`config.mk`:
```
export PLATFORM = sky130hd
export DESIGN_NAME = mc_control_fsm
export DESIGN_NICKNAME = d
export VERILOG_FILES = /design/src/rtl/mc_ctrl_pkg.sv /design/src/rtl/mc_control_fsm_alu_dec.sv /design/src/rtl/mc_control_fsm.sv
export SDC_FILE = /design/constraint.sdc
export NUM_CORES = 1
export LEC_CHECK = 0
export CAP_MARGIN = 20
export CORE_MARGIN = 4
export CORE_UTILIZATION = 38
export DETAILED_ROUTE_END_ITERATION = 16
export MAX_ROUTING_LAYER = met4
export PLACE_DENSITY = 0.87
export SLEW_MARGIN = 20
export SYNTH_ARGS = -nofsm -noshare
export SYNTH_HDL_FRONTEND = slang
export SYNTH_HIERARCHICAL = 1
export SYNTH_SLANG_ARGS = --single-unit
export TNS_END_PERCENT = 5
```
`constraint.sdc`:
```
create_clock -name clk -period 1.6 [get_ports clk]
set_input_delay 0.24 -clock clk [delete_from_list [all_inputs] [get_ports clk]]
set_output_delay 0.24 -clock clk [all_outputs]
set_load 0.01 [all_outputs]
```
`src/rtl/mc_ctrl_pkg.sv`:
```
// Shared encodings for the multicycle control FSM: state codes, ALU op codes
// and data-processing cmd field values.
package mc_ctrl_pkg;

  typedef logic [3:0] state_t;

  localparam state_t S_FETCH  = 4'd0;
  localparam state_t S_DECODE = 4'd1;
  localparam state_t S_MEMADR = 4'd2;
  localparam state_t S_MEMRD  = 4'd3;
  localparam state_t S_MEMWB  = 4'd4;
  localparam state_t S_MEMWR  = 4'd5;
  localparam state_t S_EXECR  = 4'd6;
  localparam state_t S_EXECI  = 4'd7;
  localparam state_t S_ALUWB  = 4'd8;
  localparam state_t S_BRANCH = 4'd9;

  // SHIFT carries the instruction's sh field in its low two bits.
  localparam logic [3:0] ALU_ADD   = 4'd0;
  localparam logic [3:0] ALU_SUB   = 4'd1;
  localparam logic [3:0] ALU_AND   = 4'd2;
  localparam logic [3:0] ALU_ORR   = 4'd3;
  localparam logic [3:0] ALU_EOR   = 4'd4;
  localparam logic [3:0] ALU_MVN   = 4'd5;
  localparam logic [1:0] ALU_SHIFT = 2'b10;

  localparam logic [3:0] CMD_AND = 4'b0000;
  localparam logic [3:0] CMD_EOR = 4'b0001;
  localparam logic [3:0] CMD_SUB = 4'b0010;
  localparam logic [3:0] CMD_ADD = 4'b0100;
  localparam logic [3:0] CMD_TST = 4'b1000;
  localparam logic [3:0] CMD_TEQ = 4'b1001;
  localparam logic [3:0] CMD_CMP = 4'b1010;
  localparam logic [3:0] CMD_CMN = 4'b1011;
  localparam logic [3:0] CMD_ORR = 4'b1100;
  localparam logic [3:0] CMD_MOV = 4'b1101;
  localparam logic [3:0] CMD_MVN = 4'b1111;

  localparam logic [1:0] OP_DP  = 2'b00;
  localparam logic [1:0] OP_MEM = 2'b01;
  localparam logic [1:0] OP_BR  = 2'b10;

endpackage

```
`src/rtl/mc_control_fsm_alu_dec.sv`:
```
// Combinational ALU decoder: maps the DP cmd/S/sh fields to an ALU op, flag
// write enables, result suppression and an unimplemented-encoding flag.
module alu_op_decode
  import mc_ctrl_pkg::*;
#(
  parameter int ALU_W = 4
) (
  input  logic [5:0]       i_funct,
  input  logic [1:0]       i_sh,
  output logic [ALU_W-1:0] o_alu_ctrl,
  output logic [1:0]       o_flag_w,
  output logic             o_no_write,
  output logic             o_illegal
);

  logic [3:0] w_cmd;
  logic       w_s;
  logic [3:0] w_op;
  logic       w_known;
  logic       w_cmp;
  logic       w_absent;

  assign w_cmd = i_funct[4:1];
  assign w_s   = i_funct[0];

  always_comb begin
    w_op    = ALU_ADD;
    w_known = 1'b1;
    w_cmp   = 1'b0;
    case (w_cmd)
      CMD_ADD: w_op = ALU_ADD;
      CMD_SUB: w_op = ALU_SUB;
      CMD_AND: w_op = ALU_AND;
      CMD_ORR: w_op = ALU_ORR;
      CMD_EOR: w_op = ALU_EOR;
      CMD_MVN: w_op = ALU_MVN;
      CMD_MOV: w_op = {ALU_SHIFT, i_sh};
      CMD_TST: begin w_op = ALU_AND; w_cmp = 1'b1; end
      CMD_TEQ: begin w_op = ALU_EOR; w_cmp = 1'b1; end
      CMD_CMP: begin w_op = ALU_SUB; w_cmp = 1'b1; end
      CMD_CMN: begin w_op = ALU_ADD; w_cmp = 1'b1; end
      default: w_known = 1'b0;
    endcase
  end

  // Narrow builds cannot express ops whose code needs more than ALU_W bits.
  assign w_absent = (ALU_W < 4) && ((32'(w_op) >> ALU_W) != 32'd0);

  assign o_illegal  = ~w_known | w_absent | (w_cmp & ~w_s);
  assign o_alu_ctrl = w_op[ALU_W-1:0];
  assign o_flag_w   = {w_s, w_s & ((w_op == ALU_ADD) || (w_op == ALU_SUB))};
  assign o_no_write = w_cmp;

endmodule

```
`src/rtl/mc_control_fsm.sv`:
```
// Multicycle ARMv4 control FSM: FETCH/DECODE then memory, DP or branch paths,
// with memory wait states and a one-cycle Illegal pulse from DECODE.
module mc_control_fsm
  import mc_ctrl_pkg::*;
#(
  parameter int ALU_W      = 4,
  parameter bit USE_MEMRDY = 1'b1
) (
  input  logic             clk,
  input  logic             reset,
  input  logic [1:0]       Op,
  input  logic [5:0]       Funct,
  input  logic [3:0]       Rd,
  input  logic [1:0]       sh,
  input  logic             MemReady,
  output logic             IRWrite,
  output logic             NextPC,
  output logic             AdrSrc,
  output logic             MemW,
  output logic             RegW,
  output logic             PCS,
  output logic [1:0]       ResultSrc,
  output logic             ALUSrcA,
  output logic [1:0]       ALUSrcB,
  output logic [1:0]       ImmSrc,
  output logic [1:0]       RegSrc,
  output logic [ALU_W-1:0] ALUControl,
  output logic [1:0]       FlagW,
  output logic             NoWrite,
  output logic             Illegal,
  output logic [3:0]       o_dbg_state
);

  state_t           r_state;
  state_t           w_next;
  logic             w_rdy;
  logic             w_bad;
  logic             w_rd_pc;
  logic [ALU_W-1:0] w_dec_alu;
  logic [1:0]       w_dec_flag;
  logic             w_dec_nw;
  logic             w_dec_ill;

  assign w_rdy       = USE_MEMRDY ? MemReady : 1'b1;
  assign w_rd_pc     = (Rd == 4'd15);
  assign w_bad       = (Op == 2'b11) || ((Op == OP_DP) && w_dec_ill);
  assign o_dbg_state = r_state;

  alu_op_decode #(.ALU_W(ALU_W)) u_alu_dec (
    .i_funct    (Funct),
    .i_sh       (sh),
    .o_alu_ctrl (w_dec_alu),
    .o_flag_w   (w_dec_flag),
    .o_no_write (w_dec_nw),
    .o_illegal  (w_dec_ill)
  );

  always_ff @(posedge clk) begin
    if (reset) r_state <= S_FETCH;
    else       r_state <= w_next;
  end

  always_comb begin
    w_next = r_state;
    case (r_state)
      S_FETCH:  if (w_rdy) w_next = S_DECODE;
      S_DECODE: begin
        if (w_bad)              w_next = S_FETCH;
        else if (Op == OP_MEM)  w_next = S_MEMADR;
        else if (Op == OP_BR)   w_next = S_BRANCH;
        else if (Funct[5])      w_next = S_EXECI;
        else                    w_next = S_EXECR;
      end
      S_MEMADR: w_next = Funct[0] ? S_MEMRD : S_MEMWR;
      S_MEMRD:  if (w_rdy) w_next = S_MEMWB;
      S_MEMWB:  w_next = S_FETCH;
      S_MEMWR:  if (w_rdy) w_next = S_FETCH;
      S_EXECR:  w_next = S_ALUWB;
      S_EXECI:  w_next = S_ALUWB;
      S_ALUWB:  w_next = S_FETCH;
      S_BRANCH: w_next = S_FETCH;
      default:  w_next = S_FETCH;
    endcase
  end

  always_comb begin
    IRWrite    = 1'b0;
    NextPC     = 1'b0;
    AdrSrc     = 1'b0;
    MemW       = 1'b0;
    RegW       = 1'b0;
    PCS        = 1'b0;
    ResultSrc  = 2'b00;
    ALUSrcA    = 1'b0;
    ALUSrcB    = 2'b00;
    ImmSrc     = 2'b00;
    RegSrc     = 2'b00;
    ALUControl = ALU_ADD[ALU_W-1:0];
    FlagW      = 2'b00;
    NoWrite    = 1'b0;
    Illegal    = 1'b0;
    case (r_state)
      S_FETCH: begin
        ALUSrcA = 1'b1; ALUSrcB = 2'b10; ResultSrc = 2'b10;
        IRWrite = w_rdy; NextPC = w_rdy;
      end
      S_DECODE: begin
        ALUSrcA = 1'b1; ALUSrcB = 2'b10; ResultSrc = 2'b10;
        Illegal = w_bad;
      end
      S_MEMADR: begin ALUSrcB = 2'b01; ImmSrc = 2'b01; end
      S_MEMRD:  AdrSrc = 1'b1;
      S_MEMWB:  begin ResultSrc = 2'b01; RegW = 1'b1; PCS = w_rd_pc; end
      S_MEMWR:  begin AdrSrc = 1'b1; RegSrc = 2'b10; MemW = 1'b1; end
      S_EXECR:  ALUSrcB = 2'b00;
      S_EXECI:  begin ALUSrcB = 2'b01; ImmSrc = 2'b00; end
      S_ALUWB: begin
        ResultSrc = 2'b00;
        RegW      = ~w_dec_nw;
        PCS       = w_rd_pc & ~w_dec_nw;
      end
      S_BRANCH: begin
        ALUSrcB = 2'b01; ImmSrc = 2'b10; RegSrc = 2'b01;
        ResultSrc = 2'b10; PCS = 1'b1;
      end
      default: ;
    endcase
    if ((r_state == S_EXECR) || (r_state == S_EXECI) || (r_state == S_ALUWB)) begin
      ALUControl = w_dec_alu;
      FlagW      = w_dec_flag;
      NoWrite    = w_dec_nw;
    end
    // Strobes stay quiet for the whole reset, not just from the next edge.
    if (reset) begin
      IRWrite = 1'b0; NextPC = 1'b0; MemW = 1'b0; RegW = 1'b0; PCS = 1'b0;
      FlagW = 2'b00; NoWrite = 1'b0; Illegal = 1'b0;
    end
  end

endmodule

```
Yosys cells after proc, flatten, opt, wreduce, memory -nomap -nowiden
Index checks and enable logic that the tools add are counted.
- reduce and logical (&&, ||, !) cells: 20
- mux-type cells: 33
- equal/unequal tests: 27
- bitwise gates (word level): 7
- operators by type and width (kind ; count):
    4-bit case mux with 6 select lines ; 2
    4-bit equality test, second input constant ; 10
    4-bit 2-to-1 mux ; 7
    4-bit by 3-bit equality test with 1-bit output, second input constant ; 5
    2-bit case mux with 2 select lines ; 4
    1-bit 2-to-1 mux ; 15
    4-bit by 1-bit equality test with 1-bit output, second input constant ; 3
    4-bit by 2-bit equality test with 1-bit output, second input constant ; 3
    4-bit zero test ; 3
    2-bit OR reduction ; 6
    11-bit OR reduction ; 1
    2-bit inequality test, second input constant ; 3
    3-bit OR reduction ; 2
    2-bit equality test, second input constant ; 2
    1-bit logical OR ; 4
    2-bit 2-to-1 mux ; 2
    4-bit OR reduction ; 1
    1-bit bitwise AND ; 3
    3-bit 2-to-1 mux ; 1
    1-bit inverter ; 3
    1-bit case mux with 3 select lines ; 1
    3-bit AND reduction ; 1
    2-bit by 1-bit equality test with 1-bit output, second input constant ; 1
    2-bit zero test ; 1
    3 further kinds ; 3
- output and inout port bits: 27
- register bits after elaboration: 4
- logic and storage cells: 88
- input bits: 17

Longest topological paths before layout
- depth in word-level cells: 9
- mapped depth: 6
- gate-level depth less buffers: 5

By module
Netlist, hierarchy kept.
- by module, submodules not included (module ; cells an instance ; area each (µm²) ; times used):
    mc_control_fsm ; 81 ; 614.3 ; 1
    alu_op_decode ; 22 ; 148.9 ; 1

Worst setup path after synthesis
OpenSTA, ideal clock, no wires.
- kind: input to output
- from: input Funct[3]
- to: output Illegal
- stages: 5
- data arrival time: 1.362 ns
- path slack: -0.002 ns
- buffers on the path: 1
- cells stage by stage: buf_6 -> or3b_1 -> o311ai_1 -> a21oi_1 -> nor4_1
- word-level cells in the longest chain between the ends: 9
- ends and longest elaborated chain (what ; line ; RTL):
    start: declaration ; mc_control_fsm.sv:12 ; input logic [5:0] Funct,
    4-bit by 3-bit equality test with 1-bit output (tied with other cells) ; mc_control_fsm_alu_dec.sv:30 ; case (w_cmd)
    11-bit OR reduction (no source line) or 4-bit OR reduction (tied branches) ; n/a ;
    1-bit 2-to-1 mux ; mc_control_fsm_alu_dec.sv:30 ;
    1-bit inverter or 1-bit bitwise AND (tied branches) ; mc_control_fsm_alu_dec.sv:49 ; assign o_illegal = ~w_known | w_absent | (w_cmp & ~w_s);
    1-bit bitwise OR * ; mc_control_fsm_alu_dec.sv:49 ;
    net w_dec_ill ; mc_control_fsm.sv:42 ; logic w_dec_ill;
    1-bit logical AND * ; mc_control_fsm.sv:46 ; assign w_bad = (Op == 2'b11) || ((Op == OP_DP) && w_dec_ill);
    1-bit logical OR * ; mc_control_fsm.sv:46 ;
    1-bit 2-to-1 mux * ; mc_control_fsm.sv:102 ; case (r_state)
    1-bit 2-to-1 mux * ; mc_control_fsm.sv:134 ; if (reset) begin
    end: declaration ; mc_control_fsm.sv:30 ; output logic Illegal,
Mark *: on every way through the listed nets, which the timed path passes. The rest lies on a longest branch.

Worst setup path in the final report
- from: register r_state[3] (netlist: o_dbg_state[3])
- to: output ALUControl[2]
- word-level cells in the longest chain between the ends: 4
- ends and longest elaborated chain (what ; line ; RTL):
    start: declaration ; mc_control_fsm.sv:34 ; state_t r_state;
    start signal: assignment ; mc_control_fsm.sv:60 ; else r_state <= w_next;
    4-bit by 3-bit equality test with 1-bit output ; mc_control_fsm.sv:128 ; if ((r_state == S_EXECR) || (r_state == S_EXECI) || (r_state == S_ALUWB)) begin
    1-bit logical OR ; mc_control_fsm.sv:128 ;
    1-bit logical OR * ; mc_control_fsm.sv:128 ;
    4-bit 2-to-1 mux * ; mc_control_fsm.sv:128 ;
    end: declaration ; mc_control_fsm.sv:27 ; output logic [ALU_W-1:0] ALUControl,
Mark *: on every way between the ends. The rest lies on a longest branch, timed or not.

==> flow_summary.yaml <==
cts:
  ctsHtreeMaxLevel: 1
  clk_latency_worst_skew_pair_ns: 0.25
  cts-hold-fix-buffers: 0
  clock_buffers_created_by_tritoncts: 3
  clkSlewWorstSetupHoldPaths_ns: 0.04
  clk_path_buf_depth: 2
  cts-root-buf: "clkbuf_4"
  tritoncts_clock_tree: "yes"
  clock_sinks: 4
grt:
  first_global_vias: 1092
  grt_start_max_net_pins: 13
  global_route_usage_sum_pct: 25.1
  grt_remaining_overflow: 0
  antenna_found_initial: 0
  wire_length_of_the_first_global_routing_pass_mm: 5.08
yosys:
  yosys_most_used_dff: "dfxtp_1"
  synth.cell_area_um2: 763
  synthesis.instances: 103
  synthDistinctLibCells: 45
  postSynthNetCount: 125
  synth.ff_latch_count: 4
  synth_seq_area_share_pct: 10.5
  post_synth_edffs: 0
  yosys_warnings: 6
  async_reset_ff_share_pct: 0
  avgSynthCellArea_um2: 7.41
worst_setup_path:
  critical_path_peak_fanout: 6
  critical_path.n_buffers_inverters: 2
  crit_path_frequent_cell: "buf_6"
  critical_path.startpoint_type: "flop"
  required_ns: 1.36
  worst_path_largest_cell_delay_ns: 0.37
  critical_path.slowest_cell: "dfxtp_4"
  cp_cell_sequence: "and2b_2, a32o_2, buf_6, and2_4, buf_6"
  crit_path_dat_ns: 1.51
  timing.critical_path.max_delay_family: "simple AND/OR/NAND/NOR gates"
  critPathKind: "flop to output pin"
  ff2ff_setup_slack_ns: -0.03
  end_kind: "output pin"
timing:
  finalCritPeriodShare_pct: 109
  max_freq_mhz: 571
  timing.final.max_slew_violations: 0
  rsz_0062_raised_after_global_routing: "yes"
  post-route-worst-setup-slack_ns: -0.151
  setup_violations_final: 14
  maxSlewHeadroom_pct: 78.9
  finalHoldViolations: 0
  max_slew.worst_pin.slew_ns: 0.316
  min_period_ns: 1.75
  final.setup_skew_ns: 0.00539
power_and_ir_drop:
  total_leakage_power_uw: 0.000766
  irDropWorstVdd_uv: 440
  pwr_density_cell_nw_per_um2: 521
floorplanning:
  start_util_pct: 41.9
  io_pins: 44
  floorplan.die_area_um2: 2790
  rows: 15
  die_x_um: 52.8
  placeableCoreArea_um2: 1820
  chipHeight_um: 52.8
drt:
  drt-initial-drc-count: 27
  wl_mm: 3.57
  vias_per_cell: 5.75
  drt-pass1-iter-count: 4
  wl_per_cell_um: 18.0
  route.detailed.drc: 0
  route.antenna.remaining_nets: 0
  via_count: 1139
finish:
  layout.area.seq_um2: 90.1
  num-nets-final: 197
  multi_input_area_um2: 653
  largest_reg_flops: 4
  final_core_area_utilization_pct: 80.5
  insertedDiodeCount: 0
  drive_gt1_share_pct: 48.0
  fin_area_um2: 1470
  syn_to_final_growth_pct: 92.1
  filler_cell_count: 121
place:
  globalplace.congestion: 0.839
  post-dp-hpwl_mm: 2.18
  postPlaceCellArea_um2: 1380
  port-buffer-count: 43
status:
  status: "finished with violations"
  violations_in_the_final_reports: "setup timing"
job:
  max_cap_viols: 0
min_path:
  min-delay-path-class: "input pin to flop"
## metrics by stage
| step | setup WS [ns] | std cells | power (uW) | TNS (ns) | hold WS (ns) |
|---|---|---|---|---|---|
| final | -0.151 | 198 | 763 | -0.950 | 0.602 |
| after global routing | -0.178 | 198 | 800 | -1.83 | 0.636 |
| after CTS | -0.198 | 193 | 713 | -0.669 | 0.628 |
| after detailed placement | -0.836 | 189 | 587 | -7.39 | 0.644 |
| after global placement | -0.831 | 189 | 571 | -6.92 | 0.646 |
| after floorplan | 0.0643 | 103 | 331 | 0 | 0.328 |
## final cells by class
class | instances | area share (%)
flip-flops and latches | 4 | 6.14
well taps | 25 | 2.13
inverters | 8 | 2.05
clock buffers | 3 | 1.54
repair buffers | 78 | 43.6
multi-input cells | 80 | 44.5
## repair_timing
action                                 in CTS  in global routing
gates resized for setup                    80                 41
gates cloned                                0                  0
setup buffers                               1                  5
pin swaps                                   6                  9
setup endpoints to repair                  28                 25
endpoints found under the hold margin       0                  0
## layer usage
layer | wire length (um) | GRT usage (%)
met5 | 0 | -
met4 | 151 | 9.36
met3 | 264 | 3.70
met2 | 1840 | 46.9
met1 | 1310 | 26.1
## path summary, 6_finish.rpt
check | startpoint | cells past startpoint | to
min | Funct[0] | 5 | o_dbg_state[1]
min reg2reg | o_dbg_state[1] | 3 | o_dbg_state[3]
max | o_dbg_state[3] | 5 | ALUControl[2]
max reg2reg | o_dbg_state[3] | 5 | o_dbg_state[2]
## cell usage in the layout, fill, tap and decap left out, types with 2 or more instances in the layout
cell type and n:
and2b_1 2, clkdlybuf4s15_2 2, nand2_1 3, nor2_1 5, a21oi_1 2, nor3b_1 3
clkdlybuf4s50_1 11, buf_2 8, o21ai_1 2, buf_6 7, dlymetal6s2s_1 5, o21a_1 2
buf_4 31, nor2b_1 3, clkbuf_2 8, ha_1 5, nor3_1 6, inv_1 8
dlygate4sd2_1 6, clkbuf_4 3, nand4b_1 2, o31ai_1 2, nand3_1 2, or3b_4 2
nand2b_1 4, dfxtp_4 2, dfxtp_2 2, nor3b_2 2, and2_4 3, o311ai_2 2
## synthesized netlist by cell type (all sizes together) (2+ instances only)
cell type  n  area, um2
inv        8       30.0
buf        7       55.1
nor3       7       35.0
nor2       6       25.0
ha         5       62.6
nor3b      5       37.5
and2       4       25.0
clkbuf     4       16.3
dfxtp      4       80.1
nand2b     4       25.0
a21boi     3       22.5
a21oi      3       15.0
and2b      3       22.5
nand2      3       11.3
nor2b      3       18.8
or3b       3       26.3
nand3      2       10.0
nand4b     2       17.5
o21a       2       15.0
o21ai      2       10.0
o311ai     2       17.5
o31ai      2       15.0
## cells by family after synthesis
kind of cell,after synthesis,share of synthesized area (%)
AO/OA/AOI/OAI,24,25.2
XOR/XNOR,1,1.15
adder cells (fa/ha/maj),5,8.20
buffers and inverters,19,13.3
flip-flops,4,10.5
AND/OR/NAND/NOR,50,41.6
## tightest hold or removal path: stages
cell	delay, ns
dlymetal6s2s_1	0.13
buf_4	0.15
nor2_1	0.08
a2111o_1	0.13
a21oi_1	0.07
## power breakdown
group	internal [uW]	switching, uW
Sequential	112	20.2
Combinational	256	240
Clock	84.5	51.1
Power figures use the tool's default switching activity.
